$ cat config.mk
export PLATFORM = sky130hd
export DESIGN_NAME = alwr_demux_axis
export DESIGN_NICKNAME = d
export VERILOG_FILES = /design/src/rtl/alwr_demux_axis_pkg.sv /design/src/rtl/alwr_demux_axis.sv
export SDC_FILE = /design/constraint.sdc
export NUM_CORES = 1
export LEC_CHECK = 0
export CORE_ASPECT_RATIO = 0.5
export CORE_MARGIN = 5
export CORE_UTILIZATION = 25
export DETAILED_ROUTE_END_ITERATION = 10
export HOLD_SLACK_MARGIN = 0.03
export PLACE_DENSITY = 0.59
export SETUP_SLACK_MARGIN = 0.4
export SLEW_MARGIN = 20
export SYNTH_ARGS = -nofsm -noshare
export SYNTH_HDL_FRONTEND = slang
export SYNTH_SLANG_ARGS = --single-unit
$ cat constraint.sdc
create_clock -name clk -period 4.4 [get_ports clk]
set_input_delay 0.88 -clock clk [delete_from_list [all_inputs] [get_ports clk]]
set_output_delay 0.88 -clock clk [all_outputs]
set_load 0.02 [all_outputs]
$ cat src/rtl/alwr_demux_axis_pkg.sv
// Shared control-bus definitions for the address-lite write demux and its
// readback companion: write-response error encoding and a small helper.
package alwr_demux_axis_pkg;

   // Write response error flag encoding
   localparam logic BERR_OK     = 1'b0;  // write delivered to its sink
   localparam logic BERR_DECODE = 1'b1;  // address out of range, write dropped

   // Map an address-decode result onto the response error flag
   function automatic logic berr_encode(input logic addr_in_range);
      return addr_in_range ? BERR_OK : BERR_DECODE;
   endfunction

endpackage

$ cat src/rtl/alwr_demux_axis.sv
// Address-lite write demux: takes one AW+W pair at a time, steers it onto the
// selected sink's valid/ready port, then answers with a write response.
// Out-of-range addresses never strobe a sink and are answered with BERR_DECODE.
module alwr_demux_axis
   import alwr_demux_axis_pkg::*;
#(
   parameter int DATA_BITS  = 2,
   parameter int DATA_WIDTH = 8 << DATA_BITS,
   parameter int ADDR_TOTAL = 16,
   parameter int ADDR_WIDTH = $clog2(ADDR_TOTAL) + DATA_BITS,
   parameter int ID_WIDTH   = 1
) (
   input  logic                           clk,
   input  logic                           rst,
   // address-lite write slave
   input  logic [ADDR_WIDTH-1:DATA_BITS]  s_al_awaddr,
   input  logic                           s_al_awvalid,
   output logic                           s_al_awready,
   input  logic [ID_WIDTH-1:0]            s_al_awid,
   input  logic [DATA_WIDTH-1:0]          s_al_wdata,
   input  logic [DATA_WIDTH/8-1:0]        s_al_wstrb,
   input  logic                           s_al_wvalid,
   output logic                           s_al_wready,
   output logic                           s_al_bvalid,
   input  logic                           s_al_bready,
   output logic [ID_WIDTH-1:0]            s_al_bid,
   output logic                           s_al_berr,
   // register sinks
   output logic [ADDR_TOTAL-1:0]          sn_wr_valid,
   input  logic [ADDR_TOTAL-1:0]          sn_wr_ready,
   output logic [DATA_WIDTH-1:0]          sn_wr_data,
   output logic [DATA_WIDTH/8-1:0]        sn_wr_strb
);

   localparam int WORD_W = ADDR_WIDTH - DATA_BITS;
   // One extra bit so ADDR_TOTAL itself is representable in the compare
   localparam logic [WORD_W:0] ADDR_LIMIT = (WORD_W + 1)'(ADDR_TOTAL);

   // command slot
   logic                           cmd_v_q,  cmd_v_d;
   logic [ADDR_WIDTH-1:DATA_BITS]  addr_q,   addr_d;
   logic [ID_WIDTH-1:0]            id_q,     id_d;
   logic [DATA_WIDTH-1:0]          data_q,   data_d;
   logic [DATA_WIDTH/8-1:0]        strb_q,   strb_d;
   // response slot
   logic                           b_v_q,    b_v_d;
   logic [ID_WIDTH-1:0]            bid_q,    bid_d;
   logic                           berr_q,   berr_d;

   logic accept;
   logic addr_ok;
   logic sink_hit;
   logic cmd_done;

   // Full-field range check: addresses past ADDR_TOTAL never alias onto a sink
   assign addr_ok = ({1'b0, addr_q} < ADDR_LIMIT);

   // Both slots must be empty, so only one write is ever in flight and AW/W
   // are consumed together; no path from sn_wr_ready or s_al_bready.
   assign accept       = ~rst & ~cmd_v_q & ~b_v_q & s_al_awvalid & s_al_wvalid;
   assign s_al_awready = accept;
   assign s_al_wready  = accept;

   // One-hot sink strobe decoded from the held command
   always_comb begin
      sn_wr_valid = '0;
      for (int i = 0; i < ADDR_TOTAL; i++) begin
         sn_wr_valid[i] = cmd_v_q & addr_ok & (addr_q == WORD_W'(i));
      end
   end

   // Only the selected sink's ready can complete the command
   assign sink_hit = |(sn_wr_valid & sn_wr_ready);
   assign cmd_done = cmd_v_q & (~addr_ok | sink_hit);

   // Next-state for both slots: accept, dispatch/drop, response handshake
   always_comb begin
      // NOTE: every _d starts from its _q so no path leaves a value unassigned,
      // which would otherwise infer a latch.
      cmd_v_d = cmd_v_q;
      addr_d  = addr_q;
      id_d    = id_q;
      data_d  = data_q;
      strb_d  = strb_q;
      b_v_d   = b_v_q;
      bid_d   = bid_q;
      berr_d  = berr_q;

      if (b_v_q && s_al_bready) begin
         b_v_d = 1'b0;
      end
      if (cmd_done) begin
         cmd_v_d = 1'b0;
         b_v_d   = 1'b1;
         bid_d   = id_q;
         berr_d  = berr_encode(addr_ok);
      end
      if (accept) begin
         cmd_v_d = 1'b1;
         addr_d  = s_al_awaddr;
         id_d    = s_al_awid;
         data_d  = s_al_wdata;
         strb_d  = s_al_wstrb;
      end
   end

   // Slot registers; synchronous reset drops any in-flight write
   always_ff @(posedge clk) begin
      // NOTE: sequential state uses non-blocking assignments only, so every
      // flop samples the pre-edge value of every other flop.
      if (rst) begin
         cmd_v_q <= 1'b0;
         addr_q  <= '0;
         id_q    <= '0;
         // NOTE: the payload registers are reset too because they drive the
         // sink data bus directly and must read as zero after reset.
         data_q  <= '0;
         strb_q  <= '0;
         b_v_q   <= 1'b0;
         bid_q   <= '0;
         berr_q  <= BERR_OK;
      end else begin
         cmd_v_q <= cmd_v_d;
         addr_q  <= addr_d;
         id_q    <= id_d;
         data_q  <= data_d;
         strb_q  <= strb_d;
         b_v_q   <= b_v_d;
         bid_q   <= bid_d;
         berr_q  <= berr_d;
      end
   end

   assign sn_wr_data  = data_q;
   assign sn_wr_strb  = strb_q;
   assign s_al_bvalid = b_v_q;
   assign s_al_bid    = bid_q;
   assign s_al_berr   = berr_q;

endmodule

==> reports/metrics.yaml, run 1 <==
drt-wirelength-per-cell_um: 12.74
final-hold-violation-count: 0
h-tree-depth: 2
chipHeight_um: 70.30
route.antenna.remaining_nets: 0
regToRegStartpoint: "addr_q[2]$_SDFFE_PP0P_"
globalRoute.totalOverflow: 0
min-delay-start: "sn_wr_data[17]$_SDFFE_PP0P_"
count_of_flip_flops_with_a_built_in_enable_after_synthesis: 0
vias: 1877
viasPerCell: 4.237
synth_async_sr_flop_share_pct: 0
setup.worst_path.class: "in2out"
antenna_found_initial: 0
cts.repair_timing.setup_buffer_count: 0
critical_path_peak_fanout: 6
r2r-end: "s_al_bid$_SDFFE_PP0P_"
slowest_delay_ns: 0.74
critical_path.startpoint_type: "input port"
yosysUniqueCellTypes: 30
p_comb_share_pct: 18.2
worst-endpoint-arrival_ns: 2.69
layout.filler_cells: 712
clock-sinks: 44
part_of_the_yosys_area_used_for_sequential_elements_pct: 48.45
detailedPlacementHpwl_mm: 4.448
final-setup-viol-count: 0
synth.cell_area_mm2: 0.001818
timing.critical_path.cells: "clkdlybuf4s50_1 > nor4_2 > clkdlybuf4s50_1"
post_cts_resize_count: 0
grt_start_max_net_pins: 44
post-route-drc-count: 0
worst_skew_pair.late_latency_ns: 0.28
drt_first_iter_violations: 66
drive_above_1_share_pct: 4.899
io_buffers: 117
yosys-top-cells-count: "sky130_fd_sc_hd__nand2_1 (86), sky130_fd_sc_hd__dfxtp_1 (44), sky130_fd_sc_hd__o21ai_1 (41), sky130_fd_sc_hd__nor2_1 (12), sky130_fd_sc_hd__clkbuf_1 (8)"
grt_pass1_vias: 1832
power_switching_w: 0.0002455
netlist.top_cell.by_area: "sky130_fd_sc_hd__dfxtp_1"
tritoncts_clock_tree: "built"
reg2reg_depth: 4
internal_power_w: 0.0007973
place_congestion: 0.7750
synth.most_common_cell: "sky130_fd_sc_hd__nand2_1"
peakVddDrop_mv: 0.1706
yosys_warnings: 0
slowest_stage: "sky130_fd_sc_hd__clkdlybuf4s50_1"
detail_route.first_pass.iterations: 4
rrSetupSlack_ns: 2.28
wire_length_of_the_first_global_routing_pass_mm: 8.894
synth-main-ff-cell: "sky130_fd_sc_hd__dfxtp_1"
wirelength_mm: 5.642
max_slew_margin_pct: 51.56
avgSynthCellArea_um2: 7.703
timing.hold.worst_path_depth: 2
run_status: "finished clean"
totalNegativeSetupSlack_ns: 0
utilization_of_the_core_after_routing_pct: 44.57
timing.hold.worst_endpoint: "sn_wr_data[17]$_SDFFE_PP0P_"
syn_nets: 298
timing.final.crit_share_pct: 81.13
endpoint_kind: "output pin"
grt_util_all_layers_pct: 11.87
post_synth_inst_count: 236
rows: 22
finalWorstPathRequiredPeriod_ns: 3.570
numCtsBuffers: 5
core_area_mm2: 0.007212
die_area_mm2: 0.009181
rsz0062_at_grt: "false"
max_slew.worst_pin.slew_ns: 0.7255
p_clk_share_pct: 39.2
flow.area_growth_from_synthesis_pct: 76.81
power_frac_seq_pct: 42.5
required_time_worst_endpoint_ns: 3.52
power_per_cell_area_mw_per_mm2: 324.4
timing.clock.skew_ns: 0.006956
place_inst: 435
diodes: 0
min_path_type: "reg2reg"
cpMostUsedCell: "sky130_fd_sc_hd__clkdlybuf4s50_1"
number_of_buffers_inserted_for_hold_repair_after_clock_tree_synthesis: 0
power.total_w: 0.001043
stdcell_count: 443
drv_slew: 0
worst_setup_hold_path_clk_slew_ns: 0.06
ys_seq_elements: 44
drv_cap: 0
power.switching_fraction_pct: 23.55
cts-root-to-sink-buffers: 2
cellLeakagePower_nw: 1.143
clock-root-buffer: "sky130_fd_sc_hd__clkbuf_16"
design.final.nets: 408
floorplan.io_pins: 119
synth_top_area_share_pct: 48.45
initial_utilization_pct: 25.21
top_post_synthesis_cells_by_area: "sky130_fd_sc_hd__dfxtp_1 (48%), sky130_fd_sc_hd__nand2_1 (18%), sky130_fd_sc_hd__o21ai_1 (11%)"
die_w_um: 130.6
max_clock_freq_mhz: 280.1
## per-stage QoR
stage | instance area (µm²) | hold slack, ns | setup slack (ns)
after floorplan | 1818 | 0.4350 | 1.578
after global placement | 3050 | 0.4356 | 0.8818
after detailed placement | 3050 | 0.4402 | 0.8212
after CTS | 3214 | 0.4484 | 0.8106
after global routing | 3214 | 0.4672 | 0.7362
final | 3214 | 0.4452 | 0.8302
## cells in the final DEF (no fill, tap or decap), types with 2 or more instances in the layout
| cell | instances |
|---|---|
| sky130_fd_sc_hd__buf_4 | 4 |
| sky130_fd_sc_hd__o21ai_1 | 41 |
| sky130_fd_sc_hd__nand2b_1 | 5 |
| sky130_fd_sc_hd__nor3b_1 | 2 |
| sky130_fd_sc_hd__mux2i_1 | 4 |
| sky130_fd_sc_hd__nor3_1 | 4 |
| sky130_fd_sc_hd__o22ai_1 | 2 |
| sky130_fd_sc_hd__dfxtp_1 | 44 |
| sky130_fd_sc_hd__a21oi_1 | 2 |
| sky130_fd_sc_hd__clkbuf_16 | 5 |
| sky130_fd_sc_hd__nand3b_1 | 2 |
| sky130_fd_sc_hd__nand2_1 | 86 |
| sky130_fd_sc_hd__nor2_1 | 12 |
| sky130_fd_sc_hd__clkdlybuf4s50_1 | 117 |
## flip-flops by register name, summed over array words and instances, names as in the netlist
name	cells
sn_wr_strb	4
sn_wr_data	32
s_al_bid	1
cmd_v_q	1
s_al_bvalid	1
addr_q	4
id_q	1
## how the worst max path moves through the flow
stage	from	to	slack (ns)	cells after the start
3_3_place_gp	rst	s_al_wready	0.88	3
4_1_cts	rst	s_al_awready	0.81	3
5_1_grt	rst	s_al_awready	0.74	3
6_report	rst	s_al_awready	0.83	3
2_1_floorplan	rst	s_al_wready	1.58	4
3_5_place_dp	rst	s_al_awready	0.82	3
## power by group through the flow
| stage | clock (W) | sequential (W) | combinational [W] |
|---|---|---|---|
| after floorplan | 0 | 0.000471 | 0.0000602 |
| after global placement | 0 | 0.000451 | 0.000190 |
| after detailed placement | 0 | 0.000452 | 0.000192 |
| after CTS | 0.000421 | 0.000444 | 0.000193 |
| after global routing | 0.000442 | 0.000447 | 0.000203 |
| final | 0.000409 | 0.000444 | 0.000190 |
## worst max-delay path, delay by kind of cell
| family | cells | cell delay (ns) |
|---|---|---|
| and+or+nand+nor | 1 | 0.60 |
| buffers and inverters | 2 | 1.21 |
## kinds of logic (layout without fill, tap and decap cells)
kind of cell / after synthesis / after routing / share of synthesized area, %
and+or+nand+nor: 115 / 115 / 26.15
DFF: 44 / 44 / 48.45
muxes: 6 / 6 / 4.061
AOI/OAI and AO/OA: 50 / 50 / 15.49
other: 1 / 1 / 0.2063
buffers and inverters: 20 / 131 / 5.643
## layout make-up
class / count / area, µm² / area share (%)
clock buffer: 6 / 128.9 / 4.009
sequential: 44 / 880.8 / 27.40
inverter: 2 / 7.507 / 0.2336
timing repair buffer: 121 / 1201 / 37.37
clock inverter: 2 / 35.03 / 1.090
tap: 96 / 120.1 / 3.737
multi-input combinational: 172 / 840.8 / 26.16
## routing by layer
| layer | vias up | global-route usage, % | share of wire, % |
|---|---|---|---|
| met5 | - | 0 | 0 |
| met4 | 0 | 3.763 | 1.2 |
| met3 | 6 | 2.521 | 4.6 |
| met2 | 37 | 21.85 | 53 |
| met1 | 846 | 13.56 | 41 |
| li1 | 988 | - | - |
(Power assumes the default switching activity.)
==> run 2, diff against run 1 <==
- clock period: 4.4 -> 3.4 ns (I/O delays scaled with it)
==> reports/metrics.yaml, run 2 (synthesis gave the netlist of run 1 again) <==
run_status: "finished clean"
timing.critical_path.max_delay_family: "buffers and inverters"
place_congestion: 0.7740
reg2reg_depth: 5
grt_pass1_vias: 1943
max_clock_freq_mhz: 337.7
detailedPlacementHpwl_mm: 4.425
r2r-end: "s_al_bid$_SDFFE_PP0P_"
cpMostUsedCell: "sky130_fd_sc_hd__clkdlybuf4s50_1"
layout.filler_cells: 693
timing.clock.skew_ns: 0.005041
tritoncts_clock_tree: "built"
flow.area_growth_from_synthesis_pct: 77.22
timing.final.crit_share_pct: 87.11
drt-wirelength-per-cell_um: 12.52
top_layer: "met4"
cts.repair_timing.setup_buffer_count: 0
die_w_um: 130.6
setup.worst_path.class: "in2out"
rrSetupSlack_ns: 1.36
final-hold-violation-count: 0
clock-root-buffer: "sky130_fd_sc_hd__clkbuf_16"
rows: 22
post-route-cell-area_mm2: 0.003222
critical_path_peak_fanout: 10
setup.worst_path.end: "s_al_awready"
core_area_mm2: 0.007212
regToRegStartpoint: "addr_q[2]$_SDFFE_PP0P_"
cellLeakagePower_nw: 1.148
initial_utilization_pct: 25.21
numCtsBuffers: 5
timing.critical_path.cells: "clkdlybuf4s50_1 > nor4_2 > buf_4 > clkdlybuf4s50_1"
finalWorstSetupSlack_ns: 0.4384
post_cts_resize_count: 0
vias: 1886
most-common-layout-cells: "sky130_fd_sc_hd__clkdlybuf4s50_1 (117), sky130_fd_sc_hd__nand2_1 (86), sky130_fd_sc_hd__dfxtp_1 (44)"
totalNegativeSetupSlack_ns: 0
drv_slew: 0
critical_path_buf_inv_count: 3
power_per_cell_area_mw_per_mm2: 419.5
clock-sinks: 44
wire_length_of_the_first_global_routing_pass_mm: 9.363
viasPerCell: 4.248
largest_register_ff_count: 32
multi_input_comb_area_um2: 840.8
worst_setup_hold_path_clk_slew_ns: 0.06
die_area_mm2: 0.009181
min_path_type: "reg2reg"
sequential_cell_area_um2: 880.8
peakVddDrop_mv: 0.2044
route.antenna.remaining_nets: 0
worst-endpoint-arrival_ns: 2.28
slowest_stage: "sky130_fd_sc_hd__clkdlybuf4s50_1"
endpoint_kind: "output pin"
worst_skew_pair.late_latency_ns: 0.28
cts-root-to-sink-buffers: 2
max_slew.worst_pin.slew_ns: 0.6952
critical_path.startpoint_type: "input port"
slowest_delay_ns: 0.62
route.met2.wl_mm: 3.077
io_buffers: 117
globalRoute.totalOverflow: 0
critical_path_cell_count: 4
chipHeight_um: 70.30
post-route-drc-count: 0
detail_route.first_pass.iterations: 4
wirelength_met1_mm: 2.248
finalWorstPathRequiredPeriod_ns: 2.962
wirelength_mm: 5.557
grt_util_all_layers_pct: 12.42
rsz0062_at_grt: "false"
number_of_buffers_inserted_for_hold_repair_after_clock_tree_synthesis: 0
grt_start_max_net_pins: 44
drive_above_1_share_pct: 5.172
dr_wl_met3_um: 204
design.final.nets: 409
antenna_found_initial: 0
floorplan.io_pins: 119
placed_cell_area_mm2: 0.003058
h-tree-depth: 2
drt_first_iter_violations: 76
leading_cell_type_in_the_layout_fill_and_taps_excluded: "sky130_fd_sc_hd__clkdlybuf4s50_1"
drv_cap: 0
detailedPlace.worstSlack_ns: 0.4447
final-setup-viol-count: 0
required_time_worst_endpoint_ns: 2.72
diodes: 0
crit_path_start: "rst"
max_slew_margin_pct: 53.58
run 2: cell count changes in the layout (fill, tap and decap cells not counted), sizes merged:
cell,change
buf,+1
run 2: worst min path at each step:
stage | end | cells after the start | from | slack [ns]
finish | sn_wr_data[11]$_SDFFE_PP0P_ | 2 | sn_wr_data[11]$_SDFFE_PP0P_ | 0.45
global route | sn_wr_data[10]$_SDFFE_PP0P_ | 2 | sn_wr_data[10]$_SDFFE_PP0P_ | 0.47
floorplan | id_q$_SDFFE_PP0P_ | 2 | id_q$_SDFFE_PP0P_ | 0.44
detailed placement | sn_wr_data[17]$_SDFFE_PP0P_ | 2 | sn_wr_data[17]$_SDFFE_PP0P_ | 0.44
global placement | sn_wr_data[29]$_SDFFE_PP0P_ | 2 | sn_wr_data[29]$_SDFFE_PP0P_ | 0.44
CTS | sn_wr_data[17]$_SDFFE_PP0P_ | 2 | sn_wr_data[17]$_SDFFE_PP0P_ | 0.45
run 2: through the flow:
step	hold slack [ns]	total power, W	std cells	utilization (%)
after floorplan	0.4350	0.0006871	236	-
after global placement	0.4352	0.0008303	436	42.40
after detailed placement	0.4402	0.0008341	436	42.40
after CTS	0.4486	0.001369	444	44.67
after global routing	0.4676	0.001419	444	44.67
final	0.4451	0.001351	444	44.67
run 2: cell type report:
cell class	instances	share of cell area (%)
Timing Repair Buffer	122	37.51
Multi-Input combinational cell	172	26.10
Clock inverter	2	1.087
Clock buffer	6	4.000
Inverter	2	0.2330
Sequential cell	44	27.34
Tap cell	96	3.728
run 2: report_power, final:
group / internal, W / switching, W / total (W)
combinational: 0.000140 / 0.000107 / 0.000247
sequential: 0.000548 / 0.0000247 / 0.000572
clock: 0.000345 / 0.000187 / 0.000532
run 2: worst min-delay path: cells and delay by family, from the launching register on:
kind,cells,cell delay [ns]
AO/OA/AOI/OAI,1,0.05
flip-flops,1,0.31
AND/OR/NAND/NOR,1,0.05
run 2: metal layers:
layer  vias up  global-route usage, %
met5         -                      0
met4         0                  3.079
met1       855                  14.37
met3         2                  2.215
li1        996                      -
met2        33                  23.38
==> RTL edit 1 (flow settings as in run 2) <==
Reset style: asynchronous (`rst`), changed in one clocked block. Comments in the files are not updated.
--- a/src/rtl/alwr_demux_axis.sv
+++ b/src/rtl/alwr_demux_axis.sv
@@ -106,5 +106,5 @@
 
    // Slot registers; synchronous reset drops any in-flight write
-   always_ff @(posedge clk) begin
+   always_ff @(posedge clk or posedge rst) begin
       // NOTE: sequential state uses non-blocking assignments only, so every
       // flop samples the pre-edge value of every other flop.
Behaviour: differs if rst is asserted again (counterexample within 4 cycles, from zero or initial values and one cycle with rst high); with rst held inactive, the same outputs for 10 cycles.
==> RTL edit 1 against run 2 <==
Wire length decreased by 1.3%. Global-route usage decreased by 1.6 points. Sequential cell count did not move. Die area increased by 7.6%. Final area up 5.2%. Area after synthesis up 8.6%. Clock skew is 0.0016 ns lower. Setup slack improved by 0.17 ns. Highest routed layer unchanged.
Power is not compared: it rests on default switching activity, and its combinational part moved more than twofold at a synthesized area within 25%.
==> RTL edit 1: results (changes against run 2) <==
Final Routed Wirelength: 5.49 mm (was 5.56 mm)
PortBufs: 117 (unchanged)
Synth warn: 0 (unchanged)
Worst path max stage delay: 0.66 ns (was 0.62 ns)
Post-CTS Setup Bufs: 0 (unchanged)
Drt first-iter violations: 48 (was 76)
GR Util All Layers: 10.8% (was 12.4%)
VDD IR-drop max: 0.363 mV
Average footprint of a synthesized cell: 13.2 sq um (was 7.70 sq um)
Number of flops mapped to enable cells by yosys: 0 (unchanged)
DR top layer: met4 (unchanged)
Max FO, Critical Path: 3 (was 10)
Placed Area: 3240 sq um (was 3060 sq um)
Layout cell share with drive strength beyond 1: 21.3% (was 5.17%)
Hpwl dp: 4.44 mm (was 4.43 mm)
Syn Nets: 212 (was 298)
Ys async rst share: 100% (was 0%)
Metal-1 WL: 2.09 mm (was 2.25 mm)
Met2 Wirelength: 3.13 mm (was 3.08 mm)
Slew Limit Headroom: 40.6% (was 53.6%)
Pleak: 1.35 nW
WL met3: 239 um (was 204 um)
GPL Wtd Cong: 0.721 (was 0.774)
Vias in the first global route: 1,667 (was 1,943)
Yosys cell types: 29 (was 30)
Vias: 1,577 (was 1,886)
Clk_skew: 0.00347 ns (was 0.00504 ns)
Wire per inst: 14.6 um (was 12.5 um)
Top post-synthesis cells by area: dfrtp_1, mux2_2, nor2_1 (was dfxtp_1, nand2_1, o21ai_1)
First-pass GRT wire length: 8.47 mm (was 9.36 mm)
CP max-delay cell: clkdlybuf4s50_1 (unchanged)
Post-synth top cells: dfrtp_1, mux2_2, nor2_1 (was nand2_1, dfxtp_1, o21ai_1)
Num CTS Buffers: 5 (unchanged)
Tightest Hold Check Type: flip-flop to flip-flop (unchanged)
Maximum number of pins on one net before global-route repair: 43 (was 44)
P_int: 1.86 mW
Arrival time at the worst endpoint: 2.11 ns (was 2.28 ns)
Dpl cells: 367 (was 436)
DP Worst Slack: 0.583 ns (was 0.445 ns)
Status: finished, final reports clean (unchanged)
Seq/Total Area, Yosys: 55.8% (was 48.5%)
Final Net Count: 328 (was 409)
[RTL edit 1: final timing paths]
path | startpoint | slack, ns | cells past startpoint | to
worst min-delay path | sn_wr_data[26]$_DFFE_PP0P_ | 0.50 | 1 | sn_wr_data[26]$_DFFE_PP0P_
worst max register to register | addr_q[2]$_DFFE_PP0P_ | 1.16 | 5 | s_al_bid$_DFFE_PP0P_
worst min register to register | sn_wr_data[26]$_DFFE_PP0P_ | 0.50 | 1 | sn_wr_data[26]$_DFFE_PP0P_
min in group asynchronous | rst | 0.88 | 2 | sn_wr_data[0]$_DFFE_PP0P_
worst max-delay path | rst | 0.61 | 3 | s_al_awready
max in group asynchronous | rst | 1.80 | 3 | sn_wr_data[28]$_DFFE_PP0P_
[RTL edit 1: power groups by stage]
stage / clock network (mW) / registers [mW] / logic, mW
final: 0.472 / 0.996 / 1.41
after global routing: 0.508 / 1.04 / 1.49
after CTS: 0.490 / 1.00 / 1.43
after detailed placement: 0 / 1.01 / 1.43
after global placement: 0 / 1.00 / 1.41
after floorplan: 0 / 1.21 / 0.537
[RTL edit 1: logic make-up after synthesis]
group / synth area share [%]
compound gates: 3.68
simple gates: 9.19
other cells: 0.190
buf+inv: 3.93
mux: 27.2
flops: 55.8
[RTL edit 1: metal layers]
metal,vias to the layer above,track usage [%]
li1,756,-
met5,-,0
met2,42,21.1
met3,2,2.27
met4,0,2.68
met1,777,12.1
[RTL edit 1: layout make-up]
cell class / instances / area (sq um)
multi-input combinational: 92 / 805
tap: 108 / 135
fill: 703 / 4130
timing repair buffer: 119 / 1190
inverter: 4 / 15.0
sequential: 44 / 1100
clock buffer: 8 / 146
==> RTL edit 2 (config.mk and constraints of run 2) <==
Without the edit above. The parameter `DATA_BITS` goes from 2 to 3.
--- a/src/rtl/alwr_demux_axis.sv
+++ b/src/rtl/alwr_demux_axis.sv
@@ -5,5 +5,5 @@
    import alwr_demux_axis_pkg::*;
 #(
-   parameter int DATA_BITS  = 2,
+   parameter int DATA_BITS  = 3,
    parameter int DATA_WIDTH = 8 << DATA_BITS,
    parameter int ADDR_TOTAL = 16,
Ports: changed (resized s_al_wdata, s_al_wstrb, sn_wr_data and sn_wr_strb); port bits go from 119 to 191. No check against the original RTL was run, so the function may have changed too.
==> RTL edit 2 against run 2 <==
Count of clock-buffer cells in the layout increased by 4. Maximum frequency increased by 2.4%. Wire length increased by 77%. Final area increased by 65%. Sequential cell count increased by 36. Synthesized cell count increased by 64%. Clock skew about the same. Via count increased by 63%. Register-to-register slack improved by 0.04 ns. Total power increased by 74%. Area after synthesis increased by 67%. First-iteration DRC count increased by 120%. Sequential power increased by 80%. Setup slack improved by 0.069 ns.
==> RTL edit 2: results (changes against run 2) <==
Slew Limit Headroom: 62.6% (was 53.6%)
Reg2Reg Launch Point: addr_q[4]$_SDFFE_PP0P_ (was addr_q[2]$_SDFFE_PP0P_)
Vias in the first global route: 2,914 (was 1,943)
Final Net Count: 660 (was 409)
GR Util All Layers: 13.2% (was 12.4%)
VDD IR-drop max: 0.222 mV (was 0.204 mV)
Synth Flop Type: dfxtp_1 (unchanged)
First-pass GRT wire length: 15.6 mm (was 9.36 mm)
CP max-delay cell: clkdlybuf4s50_1 (unchanged)
Net Sw Frac: 24.4% (was 23.6%)
Max FO, Critical Path: 3 (was 10)
Top delay family on crit path: buffers and inverters (unchanged)
Post-cts resize count: 0 (unchanged)
Hold path startpoint: sn_wr_data[53]$_SDFFE_PP0P_ (was sn_wr_data[11]$_SDFFE_PP0P_)
Top post-synthesis cells by area: dfxtp_1, nand2_1, o21ai_0 (was dfxtp_1, nand2_1, o21ai_1)
Post-synth top cells: nand2_1, dfxtp_1, o21ai_0 (was nand2_1, dfxtp_1, o21ai_1)
Initial antenna violation count: 0 (unchanged)
Arrival time at the worst endpoint: 2.21 ns (was 2.28 ns)
Min Hold Slack: 0.447 ns (was 0.445 ns)
Tightest Hold Check Type: flip-flop to flip-flop (unchanged)
Synth warn: 0 (unchanged)
FF-to-FF setup slack: 1.40 ns (was 1.36 ns)
Reg2reg end: s_al_bid$_SDFFE_PP0P_ (unchanged)
Hold worst-path end: sn_wr_data[53]$_SDFFE_PP0P_ (was sn_wr_data[11]$_SDFFE_PP0P_)
Clk_skew: 0.00479 ns (was 0.00504 ns)
GPL Wtd Cong: 0.816 (was 0.774)
Syn Nets: 485 (was 298)
Root Buffer: clkbuf_16 (unchanged)
Layout cell share with drive strength beyond 1: 4.07% (was 5.17%)
Drt first-iter violations: 165 (was 76)
Worst-Skew Late Latency: 0.33 ns (was 0.28 ns)
Max FFs per register: 64 (was 32)
Vias: 3,079 (was 1,886)
# diodes: 0 (unchanged)
Ys async rst share: 0% (unchanged)
Clock slew at the register clock pins of the worst setup and hold paths: 0.06 ns (about the same)
Maximum number of pins on one net before global-route repair: 156 (was 44)
Hpwl dp: 7.23 mm (was 4.43 mm)
Worst path max stage delay: 0.61 ns
Num CTS Buffers: 9 (was 5)
Seq/Total Area, Yosys: 52.7% (was 48.5%)
Pleak: 1.84 nW (was 1.15 nW)
Final Routed Wirelength: 9.85 mm (was 5.56 mm)
Initial DRT Pass Iterations: 4 (unchanged)
Yosys cell types: 28 (was 30)
Htree depth: 3 (was 2)
Hold Crit Depth: 2 (unchanged)
Status: finished, final reports clean (unchanged)
R2r worst-path depth: 5 (unchanged)
CTS max path bufs: 2 (unchanged)
PortBufs: 189 (was 117)
-- RTL edit 2: cell types whose count changed after synthesis, sizes merged, moves of 2 or more --
cell / run 2 / this run
nand2: 86 / 159
dfxtp: 44 / 80
o21ai: 42 / 78
clkbuf: 8 / 15
buf: 9 / 14
nor3b: 2 / 0
o22ai: 2 / 0
-- RTL edit 2: power groups by stage --
stage                     Combinational [mW]  Sequential (mW)  Clock [mW]
after CTS                              0.413             1.03       0.961
after global routing                   0.438             1.04       0.995
after floorplan                        0.105             1.11           0
final                                  0.406             1.03       0.914
after detailed placement               0.410             1.05           0
after global placement                 0.408             1.05           0
-- RTL edit 2: kinds of logic after synthesis --
kind of cell / after synthesis / share of synthesized area [%]
flip-flops: 80 / 52.7
AND/OR/NAND/NOR: 188 / 24.8
AO/OA/AOI/OAI: 82 / 13.9
other: 1 / 0.123
multiplexers: 6 / 2.80
buffers and inverters: 30 / 5.64
-- RTL edit 2: how the worst max path moves through the flow --
stage                            start  cells after the start  slack, ns      endpoint
after floorplan                    rst                      4       1.14   s_al_wready
after global placement             rst                      3       0.39   s_al_wready
after detailed placement           rst                      3       0.38  s_al_awready
after CTS                 s_al_awvalid                      5       0.51  s_al_awready
after global routing       s_al_wvalid                      5       0.43   s_al_wready
final                      s_al_wvalid                      5       0.51   s_al_wready
-- RTL edit 2: what timing repair did --
| action | 4_1_cts | 5_1_grt |
|---|---|---|
| endpoints found under the setup margin | 2 | 0 |
| buffers inserted | 1 | 0 |
| hold buffers | 0 | 0 |
-- RTL edit 2: worst register-to-register path, cell delays in order, from the launching register on --
cell and delay [ns]:
dfxtp_1 0.63, mux4_2 0.59, nand4_1 0.10, o311ai_1 0.12
nor3_2 0.29, mux2i_1 0.21
-- RTL edit 2: metrics by stage --
step | util (%) | instance area [sq um] | total power, mW | instances | worst slack (ns)
floorplan | - | 3040 | 1.22 | 387 | 1.14
global placement | 42.4 | 5030 | 1.46 | 715 | 0.389
detailed placement | 42.4 | 5030 | 1.46 | 715 | 0.380
CTS | 44.8 | 5310 | 2.41 | 730 | 0.511
global route | 44.8 | 5310 | 2.47 | 730 | 0.427
finish | 44.8 | 5310 | 2.35 | 730 | 0.507
-- RTL edit 2: layout make-up --
class | instances | area, sq um
timing repair buffer | 193 | 1950
clock inverter | 4 | 47.5
fill | 1226 | 6530
tap | 165 | 206
multi-input combinational | 277 | 1270
clock buffer | 10 | 229
sequential | 80 | 1600
inverter | 1 | 3.75
-- RTL edit 2: per-layer routing --
layer	vias up	global-route usage, %	wire length, um
met1	1373	15.3	4070
met5	-	0	0
met2	82	23.6	5030
li1	1602	-	-
met4	0	4.94	282
met3	22	4.24	465
